**src/rtl/run_detect_arbiter.sv**
```systemverilog
`timescale 1ns/1ps
// Two-channel round-robin arbiter that runs an equal-pair run detector on the granted channel.
// Each window reports match (z=1) after RUN_LEN equal pairs, or mismatch (z=0) on the first unequal pair.
module run_detect_arbiter #(
    parameter int unsigned RUN_LEN = 4
) (
    input  logic       clk,
    input  logic       rst,
    input  logic [1:0] req,
    input  logic       a1,
    input  logic       a2,
    input  logic       b1,
    input  logic       b2,
    output logic [1:0] gnt,
    output logic       busy,
    output logic       done,
    output logic       z,
    output logic       done_id
);

    typedef enum logic [1:0] {
        IDLE   = 2'd0,
        RUN    = 2'd1,
        REPORT = 2'd2
    } state_t;

    localparam logic [3:0] RUN_LEN_C = 4'(RUN_LEN);

    state_t     state_q;
    logic [1:0] gnt_q;
    logic       busy_q;
    logic       done_q;
    logic       z_q;
    logic       id_q;
    logic [3:0] cnt_q;
    logic       prio_q;   // 0: channel A wins a tie, 1: channel B wins a tie
    logic       own_q;    // channel owning the current window

    logic       pick_d;
    logic       pair_eq_d;
    logic       own_req_d;
    logic [3:0] cnt_d;

    assign pick_d    = (req == 2'b11) ? prio_q : req[1];
    assign pair_eq_d = own_q ? (b1 == b2) : (a1 == a2);
    assign own_req_d = req[own_q];
    assign cnt_d     = cnt_q + 4'd1;

    always_ff @(posedge clk or negedge rst) begin
        if (!rst) begin
            state_q <= IDLE;
            gnt_q   <= 2'b00;
            busy_q  <= 1'b0;
            done_q  <= 1'b0;
            z_q     <= 1'b0;
            id_q    <= 1'b0;
            cnt_q   <= 4'd0;
            prio_q  <= 1'b0;
            own_q   <= 1'b0;
        end else begin
            done_q <= 1'b0;
            case (state_q)
                IDLE: begin
                    if (req != 2'b00) begin
                        own_q   <= pick_d;
                        gnt_q   <= pick_d ? 2'b10 : 2'b01;
                        prio_q  <= ~pick_d;
                        busy_q  <= 1'b1;
                        cnt_q   <= 4'd0;
                        state_q <= RUN;
                    end
                end
                RUN: begin
                    // Owner withdrawal takes precedence over any result this cycle.
                    if (!own_req_d) begin
                        state_q <= IDLE;
                        gnt_q   <= 2'b00;
                        busy_q  <= 1'b0;
                        cnt_q   <= 4'd0;
                    end else if (!pair_eq_d) begin
                        state_q <= REPORT;
                        gnt_q   <= 2'b00;
                        busy_q  <= 1'b0;
                        done_q  <= 1'b1;
                        z_q     <= 1'b0;
                        id_q    <= own_q;
                    end else if (cnt_d == RUN_LEN_C) begin
                        state_q <= REPORT;
                        gnt_q   <= 2'b00;
                        busy_q  <= 1'b0;
                        done_q  <= 1'b1;
                        z_q     <= 1'b1;
                        id_q    <= own_q;
                        cnt_q   <= cnt_d;
                    end else begin
                        cnt_q <= cnt_d;
                    end
                end
                REPORT: begin
                    state_q <= IDLE;
                    cnt_q   <= 4'd0;
                end
                default: begin
                    state_q <= IDLE;
                    gnt_q   <= 2'b00;
                    busy_q  <= 1'b0;
                    cnt_q   <= 4'd0;
                end
            endcase
        end
    end

    assign gnt     = gnt_q;
    assign busy    = busy_q;
    assign done    = done_q;
    assign z       = z_q;
    assign done_id = id_q;

endmodule

```
**config.mk**
```make
export PLATFORM = sky130hd
export DESIGN_NAME = run_detect_arbiter
export DESIGN_NICKNAME = d
export VERILOG_FILES = /design/src/rtl/run_detect_arbiter.sv
export SDC_FILE = /design/constraint.sdc
export NUM_CORES = 1
export LEC_CHECK = 0
export CORE_ASPECT_RATIO = 1.2
export CORE_UTILIZATION = 35
export DETAILED_ROUTE_END_ITERATION = 6
export DONT_BUFFER_PORTS = 1
export GPL_ROUTABILITY_DRIVEN = 1
export PLACE_DENSITY = 0.46
export REMOVE_ABC_BUFFERS = 1
export SYNTH_ARGS = -nofsm -noshare
export SYNTH_HDL_FRONTEND = slang
export SYNTH_SLANG_ARGS = --single-unit
export TNS_END_PERCENT = 10
```
**constraint.sdc**
```tcl
create_clock -name clk -period 2.1 [get_ports clk]
set_input_delay 0.42 -clock clk [delete_from_list [all_inputs] [get_ports clk]]
set_output_delay 0.42 -clock clk [all_outputs]
set_load 0.02 [all_outputs]
```
# == Word-level counts from Yosys, hierarchy flattened ==
# Index checks and enable logic that the tools add are counted.
# totals
register_bits,14
inputBits,8
elab_cells,62
# classes
addsub,1
order_cmp,1
eq_ne,10
n_mux,32
bitwise,2
reduce_logical,7
# ops
cell,n
$mux W2,9
$mux W1,16
$mux W4,3
$pmux W4 S2,1
$pmux W2 S3,1
$reduce_and A2 Y1,3
$reduce_and A3 Y1,2
$add A4 B1 Y4 const B,1
$eq A2 B2 Y1 const B,2
$eq A4 B3 Y1 const B,1
$ne A4 B4 Y1 const B,1
$pmux W2 S2,1
$ne A3 B3 Y1 const B,1
$pmux W1 S3,1
$eq A1 B1 Y1,2
$eq A2 B1 Y1 const B,1
$logic_not A2 Y1,1
$lt A1 B2 Y1 const B,1
$ne A2 B1 Y1 const B,1
$ne A2 B2 Y1 const B,1
$not A1 Y1,2
$reduce_bool A2 Y1,1

# == Depth between registers and ports, before layout ==
# Gate-level depths: netlist (run 1).
# logic_depth
ltp_word,6
mapped_depth,5
mapped_depth_nobuf,5

# == Least setup slack after synthesis (run 1) ==
# No wires, ideal clock.
# synth_timing
path_type,flip-flop to flip-flop
from,register cnt_q[0]
to,"register id_q, in the netlist done_id"
arrival_ps,1537
t_required_ps,1975
slack_ps,438
path_stages_with_launch,6
n_path_buf,0
cell_sequence,dfrtp_1 > ha_1 > nand3b_1 > o31ai_2 > o21a_4 > mux2_4
# synth_via
elab_chain_cells,4
# synth_lines
element,line_no,rtl
"start, declared",35,logic [3:0] cnt_q;
"start signal, assigned",94,cnt_q <= cnt_d;
"start signal, assigned",96,cnt_q <= cnt_d;
$add A4 B1 Y4,47,assign cnt_d = cnt_q + 4'd1;
$eq A4 B3 Y1,87,end else if (cnt_d == RUN_LEN_C) begin
$ne A2 B1 Y1 (no source line),n/a,
$reduce_and A3 Y1 (no source line),n/a,
"end signal, assigned",86,id_q <= own_q;
"end signal, assigned",93,id_q <= own_q;
"end, declared",34,logic id_q;
# Every way passes these cells.
# A chain may end at the register's enable or synchronous reset.

# == Worst setup path after layout (run 1) ==
# Ends and elaborated chain as after synthesis.

==> summary.txt, run 1 <==
Status
  – Status: complete, no violations

CTS
  – Clk slew on worst S/H paths: 0.08 ns
  – H-tree levels: 1
  – Number of buffers created by CTS: 3
  – Max clock buf depth: 2
  – CTS tree: yes
  – CTS Root Cell: clkbuf_4
  – Worst-Skew Late Latency: 0.28 ns
  – Clock sink count: 14

Floorplanning
  – Row cnt: 18
  – Num ports: 14
  – Vert. Die Dim: 53.8 µm
  – Die Width: 45.2 µm
  – Die area: 2430 µm²
  – Core Area: 2070 µm²
  – Starting density of the core: 37.7%

Place
  – Placed cell count: 106
  – Hpwl dp: 1.14 mm
  – Final GP Congestion: 0.767
  – I/O Buffers: 0
  – DP Area: 807 µm²

Setup path
  – Worst R2R Start: cnt_q[0]
  – Critical path launch point type: register
  – Slowest CP cell: dfrtp_1
  – Critical Path RT: 2.27 ns
  – Worst setup EP type: register
  – Critical path type: reg2reg
  – Crit-path max FO: 7
  – Reg2reg path depth: 5
  – CP arrival: 1.96 ns
  – Cells along the critical path: ha_1, nand3b_1, o31ai_2, o21a_4, mux2_4
  – R2R Path End: done_id
  – R2R Setup Slk: 0.31 ns
  – Worst stage delay on the critical path: 0.44 ns

Finish
  – ANT cells: 0
  – Design Area, Final: 840 µm²
  – Nets: 92
  – Finished Layout Cells: 110
  – Final Util: 40.5%
  – Share of cells above drive strength 1: 11.3%
  – Layout area overhead: 7.36%

Global routing
  – Vias in the first global route: 560
  – Grt ovf: 0
  – First-pass GRT wire length: 2.68 mm
  – Initial antenna violation count: 0
  – Largest net degree at the start of global routing: 15
  – Gr usage total: 15.7%

Yosys
  – Post-synth EDFFs: 0
  – Post-synth cell types: 33
  – Largest cells by area after synthesis: dfrtp_1 45%, nand2_1 4.8%, a31oi_1 4.0%
  – Yosys top cell area share: 44.8%
  – Most used DFF post-synth: dfrtp_1
  – Mapped Area: 782 µm²
  – Dominant cell type by area after synthesis: dfrtp_1
  – Cell with the most instances after synthesis: dfrtp_1
  – Register area share after synthesis: 44.8%
  – Mapped Cells: 78
  – Synth top cells by count: 14 x dfrtp_1, 10 x nand2_1, 7 x inv_1
  – Yosys warns: 0
  – Post-synth ARST share: 100%
  – Syn Area/Cell: 10.0 µm²
  – FF+latch count, synth: 14

Timing
  – Finish-stage setup viols: 0
  – Clk_skew: 0.000606 ns
  – Final period util: 85.3%
  – Max Freq: 558 MHz
  – RSZ-0062 raised after global routing: no
  – Final min period: 1.79 ns
  – Hold Fails Final Rpt: 0
  – Slew Limit Headroom: 57.3%
  – Worst Tran Pin Value: 0.638 ns
  – Slew Limit Fails: 0
  – Setup tns final: 0 ns

Drt
  – DRT Wirelength: 1.57 mm
  – DRC viols: 0
  – Antenna-violating nets left: 0
  – Average wire per standard cell: 14.2 µm
  – Via Count: 577
  – Via/cell ratio: 5.25
  – Drt first-iter violations: 11
  – Detailed Routing Iterations Pass 1: 4

Power
  – Pwr dens: 1180 nW/µm²
  – Leak: 0.355 nW
  – VDD IR max: 0.000611 V

Min path
  – Hold Crit Start: req[0]
  – Worst Hold Endpoint: own_q
  – Hold path depth: 1
  – Hold WC Path Type: in2reg

Job
  – Maxcap violations: 0
## layout make-up
| cell class | count | area, µm² |
|---|---|---|
| Sequential cell | 14 | 350 |
| Tap cell | 30 | 37.5 |
| Timing Repair Buffer | 1 | 10.0 |
| Inverter | 7 | 26.3 |
| Fill cell | 212 | 1230 |
| Clock buffer | 3 | 22.5 |
| Multi-Input combinational cell | 55 | 393 |
## layer usage
layer / part of all wire, % / up-vias / GRT usage [%]
met5: 0 / - / 0
met3: 2.2 / 4 / 2.68
met4: 2.2 / 0 / 9.09
li1: - / 285 / -
met2: 49 / 11 / 25.4
met1: 46 / 277 / 19.6
## state kept, by name (all words and copies together), names as in the netlist
signal,count
busy,1
prio_q,1
cnt_q,4
z,1
state_q,2
done,1
gnt,2
own_q,1
done_id,1
## critical path: cells and delay by family, from the launching register on
| kind | cells | cell delay (ns) |
|---|---|---|
| AO/OA/AOI/OAI | 2 | 0.52 |
| adder cells (fa/ha/maj) | 1 | 0.26 |
| flip-flops | 1 | 0.44 |
| multiplexers | 1 | 0.29 |
| AND/OR/NAND/NOR | 1 | 0.18 |
## placed cells by master, fill, tap and decap left out, types with 2 or more instances in the layout
cell,netlist,layout
dfrtp_1,14,14
nand2_1,10,10
inv_1,7,7
a21oi_1,5,5
a31oi_1,5,5
xnor2_1,3,3
o21ai_0,3,3
clkbuf_4,0,3
nand3b_1,2,2
nor2_1,2,2
o22ai_1,2,2
nand3_1,2,2
ha_1,2,2
## cells by family (layout without fill, tap and decap cells)
group / count (synthesis) / in the layout / share of synthesized area (%)
AOI/OAI and AO/OA: 26 / 26 / 25.3
and+or+nand+nor: 22 / 22 / 15.2
DFF: 14 / 14 / 44.8
buffers and inverters: 9 / 11 / 4.96
xor gates and xnor gates: 3 / 3 / 3.36
adders and majority gates: 2 / 2 / 3.20
muxes: 2 / 2 / 3.20
## metrics by stage
| step | setup slack (ns) | total power [mW] | hold slack, ns |
|---|---|---|---|
| final | 0.308 | 0.989 | 0.227 |
| after global routing | 0.195 | 1.08 | 0.221 |
| after CTS | 0.290 | 1.01 | 0.221 |
| after detailed placement | 0.321 | 0.842 | 0.125 |
| after global placement | 0.340 | 0.841 | 0.125 |
| after floorplan | 0.438 | 0.767 | 0.124 |
## how the worst max path moves through the flow
stage / startpoint / to / slack (ns)
after floorplan: cnt_q[0] / done_id / 0.44
after global routing: cnt_q[0] / done_id / 0.19
after detailed placement: cnt_q[0] / done_id / 0.32
final: cnt_q[0] / done_id / 0.31
after CTS: cnt_q[0] / done_id / 0.29
after global placement: cnt_q[0] / done_id / 0.34
## report_power, final
part,internal [mW],total (mW),switching [mW],leakage (nW)
sequential,0.357,0.513,0.155,0.181
clock,0.0665,0.151,0.0845,0.0138
combinational,0.155,0.326,0.170,0.161
total,0.579,0.989,0.410,0.355
## what timing repair did
action                                  CTS  global route
setup buffers                             0             0
gates resized for setup                   0             0
hold buffers                              1             0
endpoints found under the setup margin    0             0
endpoints found under the hold margin    14             0
(Power assumes the default switching activity.)
==> run 2: changes to the inputs <==
Settings changed: PLACE_DENSITY 0.46 to 0.48.
Clock period 2.1 ns to 1.53 ns, I/O delays scaled along.
==> run 2 against run 1 <==
Effect of this change:
- the flow now finishes with violations (setup timing)
- clock skew is 0.00064 ns higher
- cell count is 13% higher
- clock power is 78% higher
- largest power group unchanged
- highest routed layer unchanged
==> summary.txt, run 2 (synthesized netlist as in run 1, its figures left out) <==
Setup path
  – Critical Path RT: 1.73 ns
  – Worst stage delay on the critical path: 0.41 ns
  – Worst setup EP type: register
  – CP arrival: 1.81 ns
  – Reg2reg path depth: 7
  – Cells along the critical path: ha_2, buf_6, nand4bb_1, o31ai_4, buf_4, nand3b_1, a22oi_1
  – CP Buf/Inv Count: 2
  – Critical path type: reg2reg
  – CP delay by family, top: flip-flops
  – Crit path depth: 7
  – Slowest CP cell: dfrtp_1
  – Critical path launch point type: register
  – Crit-path max FO: 4

Timing
  – RSZ-0062 raised after global routing: yes
  – Final worst slack: -0.0756 ns
  – Slew Limit Headroom: 56.9%
  – Final min period: 1.61 ns
  – Worst Tran Pin Value: 0.644 ns
  – Setup tns final: -0.199 ns
  – Slew Limit Fails: 0
  – Worst hold margin: 0.113 ns
  – Max Freq: 623 MHz
  – Final period util: 105%
  – Finish-stage setup viols: 5
  – Hold Fails Final Rpt: 0
  – Clk_skew: 0.00125 ns

Floorplanning
  – Die area: 2430 µm²
  – Starting density of the core: 37.7%
  – Row cnt: 18
  – Die Width: 45.2 µm
  – Core Area: 2070 µm²
  – Num ports: 14
  – Vert. Die Dim: 53.8 µm

Drt
  – Drt first-iter violations: 14
  – DRT Wirelength: 1.66 mm
  – Antenna-violating nets left: 0
  – DRC viols: 0
  – Via/cell ratio: 5.04
  – Via Count: 625
  – Detailed Routing Iterations Pass 1: 4
  – Average wire per standard cell: 13.4 µm

Power
  – Leak: 0.429 nW
  – Comb power frac: 38.9%
  – Sw Pwr: 601 µW
  – Clock power frac: 17.6%
  – Sequential Power Share: 43.5%
  – VDD IR max: 0.000735 V
  – Pwr dens: 1570 nW/µm²
  – Sw Ratio: 39.2%
  – Internal: 932 µW

Finish
  – Share of cells above drive strength 1: 26.6%
  – Most common cell after layout, fill and taps aside: dfrtp_1
  – Biggest register: cnt_q
  – ANT cells: 0
  – Leading cell types in the layout, fill and taps excluded: 14 x dfrtp_1, 12 x buf_4, 10 x nand2_1, 7 x inv_1
  – Nets: 105
  – Design Area, Final: 978 µm²
  – FILL cells: 205
  – Largest register FFs: 4
  – Layout area overhead: 25.1%
  – Finished Layout Cells: 124

CTS
  – Clock sink count: 14
  – H-tree levels: 1
  – Number of buffers created by CTS: 3
  – CTS Root Cell: clkbuf_4
  – Worst-Skew Late Latency: 0.28 ns
  – Max clock buf depth: 2
  – CTS tree: yes
  – Clk slew on worst S/H paths: 0.09 ns

Job
  – Maxcap violations: 0

Global routing
  – Initial antenna violation count: 0
  – Grt ovf: 0
  – Largest net degree at the start of global routing: 15
  – First-pass GRT wire length: 2.86 mm
  – Gr usage total: 16.5%
  – Vias in the first global route: 627

Place
  – Hpwl dp: 1.25 mm
  – Final GP Congestion: 0.744
  – Pre-CTS setup slack: -0.0832 ns
  – DP Area: 882 µm²
  – I/O Buffers: 0
  – Placed cell count: 116

Status
  – Status: finished, violations left
  – Failing checks: setup timing

Min path
  – Hold path depth: 1
  – Hold WC Path Type: in2reg
run 2: final timing paths:
kind / slack, ns / to / startpoint
setup / recovery: -0.08 / busy / cnt_q[1]
max in group asynchronous: 0.63 / state_q[0] / rst
hold / removal: 0.11 / prio_q / req[1]
hold reg to reg: 0.49 / prio_q / prio_q
min in group asynchronous: 0.49 / z / rst
setup reg to reg: -0.08 / busy / cnt_q[1]
run 2: final cells by class:
class | count | area, µm² | area share [%]
clock buffer | 4 | 36.3 | 3.71
inverter | 7 | 26.3 | 2.69
multi-input combinational | 55 | 417 | 42.6
sequential | 14 | 350 | 35.8
tap | 30 | 37.5 | 3.84
timing repair buffer | 14 | 111 | 11.4
run 2: worst register-to-register path: stages (launching register included):
cell and delay [ns]:
dfrtp_1 0.41, ha_2 0.20, buf_6 0.11, nand4bb_1 0.13
o31ai_4 0.09, buf_4 0.14, nand3b_1 0.23, a22oi_1 0.22
run 2: routing by layer:
metal | track usage, % | share of wire, % | vias to the layer above | wire length, µm
met5 | 0 | 0 | - | 0
met4 | 7.58 | 0.84 | 0 | 14
met3 | 3.36 | 2.7 | 2 | 45
met2 | 27.1 | 49 | 11 | 820
met1 | 20.5 | 47 | 297 | 782
li1 | - | - | 315 | -
run 2: stage by stage:
step / utilization (%) / total power, mW
CTS: 44.9 / 1.55
detailed placement: 42.6 / 1.26
floorplan: - / 1.05
global route: 47.2 / 1.65
global placement: 42.6 / 1.25
finish: 47.2 / 1.53
run 2: timing repair:
| item | in CTS | in global routing |
|---|---|---|
| cloned | 0 | 0 |
| resized for setup | 1 | 5 |
| pin swaps | 1 | 4 |
| buffers inserted | 0 | 3 |
| endpoints found under the hold margin | 14 | 0 |
| hold buffers | 1 | 0 |
| endpoints found under the setup margin | 5 | 7 |
run 2: power by group through the flow:
| stage | Combinational, mW | Sequential (mW) | Clock, mW |
|---|---|---|---|
| 6_report | 0.597 | 0.666 | 0.269 |
| 5_1_grt | 0.666 | 0.690 | 0.291 |
| 4_1_cts | 0.596 | 0.669 | 0.281 |
| 3_5_place_dp | 0.582 | 0.675 | 0 |
| 3_3_place_gp | 0.577 | 0.671 | 0 |
| 2_1_floorplan | 0.378 | 0.675 | 0 |
==> run 3: changes to the inputs <==
Settings changed: BUFFER_PORTS_ARGS from default to -buffer_cell sky130_fd_sc_hd__buf_4, CORE_UTILIZATION 35 to 33, DONT_BUFFER_PORTS 1 to default, PLACE_DENSITY 0.48 to 0.51.
==> run 3 against run 2 <==
Effect of this change:
- the run still ends with setup timing left
- clock power fell by 3%
- wire length increased by 2.5%
- clock skew up 0.0022 ns
- core utilization is 3.2 points higher
- sequential power fell by 12%
- setup slack gained 0.010 ns
- largest cell class unchanged
- die area up 5.8%
==> summary.txt, run 3 (synthesized netlist as in run 1, its figures left out) <==
Floorplanning
  – Row cnt: 18
  – Core Area: 2140 µm²
  – Die Width: 46.4 µm
  – Num ports: 14
  – Starting density of the core: 36.5%
  – Vert. Die Dim: 55.3 µm
  – Die area: 2570 µm²

Setup path
  – Crit path depth: 7
  – Critical Path Most Common Cell: buf_4
  – Critical path type: reg2reg
  – Critical Path RT: 1.73 ns
  – CP Buf/Inv Count: 2
  – CP delay by family, top: flip-flops
  – Worst stage delay on the critical path: 0.41 ns
  – Cells along the critical path: buf_4, ha_4, nand4bb_1, o31ai_4, buf_4, nand3b_1, a22oi_1
  – Critical path launch point type: register
  – Reg2reg path depth: 7
  – Worst setup EP type: register
  – Slowest CP cell: dfrtp_1
  – Crit-path max FO: 4
  – CP arrival: 1.79 ns

Place
  – I/O Buffers: 13
  – Hpwl dp: 1.28 mm
  – Final GP Congestion: 0.729
  – DP Area: 972 µm²
  – Placed cell count: 128

Finish
  – ANT cells: 0
  – Layout area overhead: 38.1%
  – Biggest register: cnt_q
  – Finished Layout Cells: 136
  – FILL cells: 209
  – Most common cell after layout, fill and taps aside: buf_4
  – Largest register FFs: 4
  – Sequential Area: 350 µm²
  – Share of cells above drive strength 1: 37.7%
  – Design Area, Final: 1080 µm²
  – Multi-input logic area: 428 µm²
  – Leading cell types in the layout, fill and taps excluded: 24 x buf_4, 14 x dfrtp_1, 10 x nand2_1, 7 x inv_1, 5 x a31oi_1
  – Nets: 117

CTS
  – Worst-Skew Late Latency: 0.27 ns
  – CTS tree: yes
  – Max clock buf depth: 2
  – Clk slew on worst S/H paths: 0.09 ns
  – H-tree levels: 1
  – CTS Root Cell: clkbuf_4
  – Clock sink count: 14
  – Number of buffers created by CTS: 3

Drt
  – Antenna-violating nets left: 0
  – Drt first-iter violations: 13
  – DRC viols: 0
  – DRT Wirelength: 1.71 mm
  – Detailed Routing Iterations Pass 1: 3
  – Via/cell ratio: 4.87
  – Average wire per standard cell: 12.5 µm
  – Via Count: 662

Timing
  – Setup tns final: -0.210 ns
  – RSZ-0062 raised after global routing: yes
  – Finish-stage setup viols: 5
  – Final min period: 1.60 ns
  – Final period util: 104%
  – Max Freq: 627 MHz
  – Final worst slack: -0.0653 ns
  – Clk_skew: 0.00347 ns
  – Worst hold margin: 0.292 ns
  – Worst Tran Pin Value: 0.370 ns
  – Slew Limit Headroom: 74.8%
  – Hold Fails Final Rpt: 0
  – Slew Limit Fails: 0

Global routing
  – Gr usage total: 16.2%
  – First-pass GRT wire length: 3.06 mm
  – Vias in the first global route: 653
  – Grt ovf: 0
  – Initial antenna violation count: 0
  – Largest net degree at the start of global routing: 15

Status
  – Failing checks: setup timing
  – Status: finished, violations left

Power
  – Pwr dens: 1550 nW/µm²
  – VDD IR max: 0.000756 V
  – Leak: 0.487 nW

Min path
  – Hold path depth: 2
  – Hold WC Path Type: in2reg

Job
  – Maxcap violations: 0
==> run 3: changes by cell type in the layout (fill, tap and decap cells not counted) <==
cell	delta
a21boi_1	-1
buf_4	+12
mux2i_1	-1
mux2i_2	+1
a21boi_2	+1
a21oi_2	+1
a21oi_1	-1
==> run 3: per-stage QoR <==
step                      util, %  setup WS [ns]  total power [mW]
after floorplan                 -         -0.132              1.05
after global placement       45.4        -0.0722              1.37
after detailed placement     45.4         -0.129              1.37
after CTS                    48.8         -0.117              1.65
after global routing         50.5         -0.170              1.81
final                        50.5        -0.0653              1.67
==> run 3: per-layer routing <==
metal | wire length (µm) | vias to the layer above | GRT usage [%]
li1 | - | 340 | -
met1 | 839 | 314 | 21.9
met2 | 822 | 6 | 24.0
met3 | 30 | 2 | 2.94
met4 | 13 | 0 | 7.56
met5 | 0 | - | 0
==> run 3: power breakdown <==
| part | leakage, nW | total, mW | internal, mW | switching (mW) |
|---|---|---|---|---|
| combinational | 0.285 | 0.824 | 0.403 | 0.421 |
| sequential | 0.181 | 0.584 | 0.491 | 0.0925 |
| clock | 0.0210 | 0.262 | 0.145 | 0.118 |
==> run 3: final timing paths <==
path	from	endpoint	slack (ns)
max	cnt_q[1]	busy	-0.07
min	req[1]	prio_q	0.29
max reg2reg	cnt_q[1]	busy	-0.07
min reg2reg	prio_q	prio_q	0.49
max in group asynchronous	rst	state_q[1]	0.95
min in group asynchronous	rst	cnt_q[1]	0.40
==> run 3: final cells by class <==
class | count | share of cell area, %
multi-input combinational | 55 | 39.6
sequential | 14 | 32.4
timing repair buffer | 26 | 18.7
tap | 30 | 3.48
clock buffer | 4 | 3.36
inverter | 7 | 2.43
==> run 3: repair_timing <==
action                                  4_1_cts  5_1_grt
endpoints found under the setup margin        5        8
setup buffers                                 1        2
hold endpoints to repair                     14        0
hold buffers                                  1        0
resized for setup                             5        4
pin swaps                                     3        3
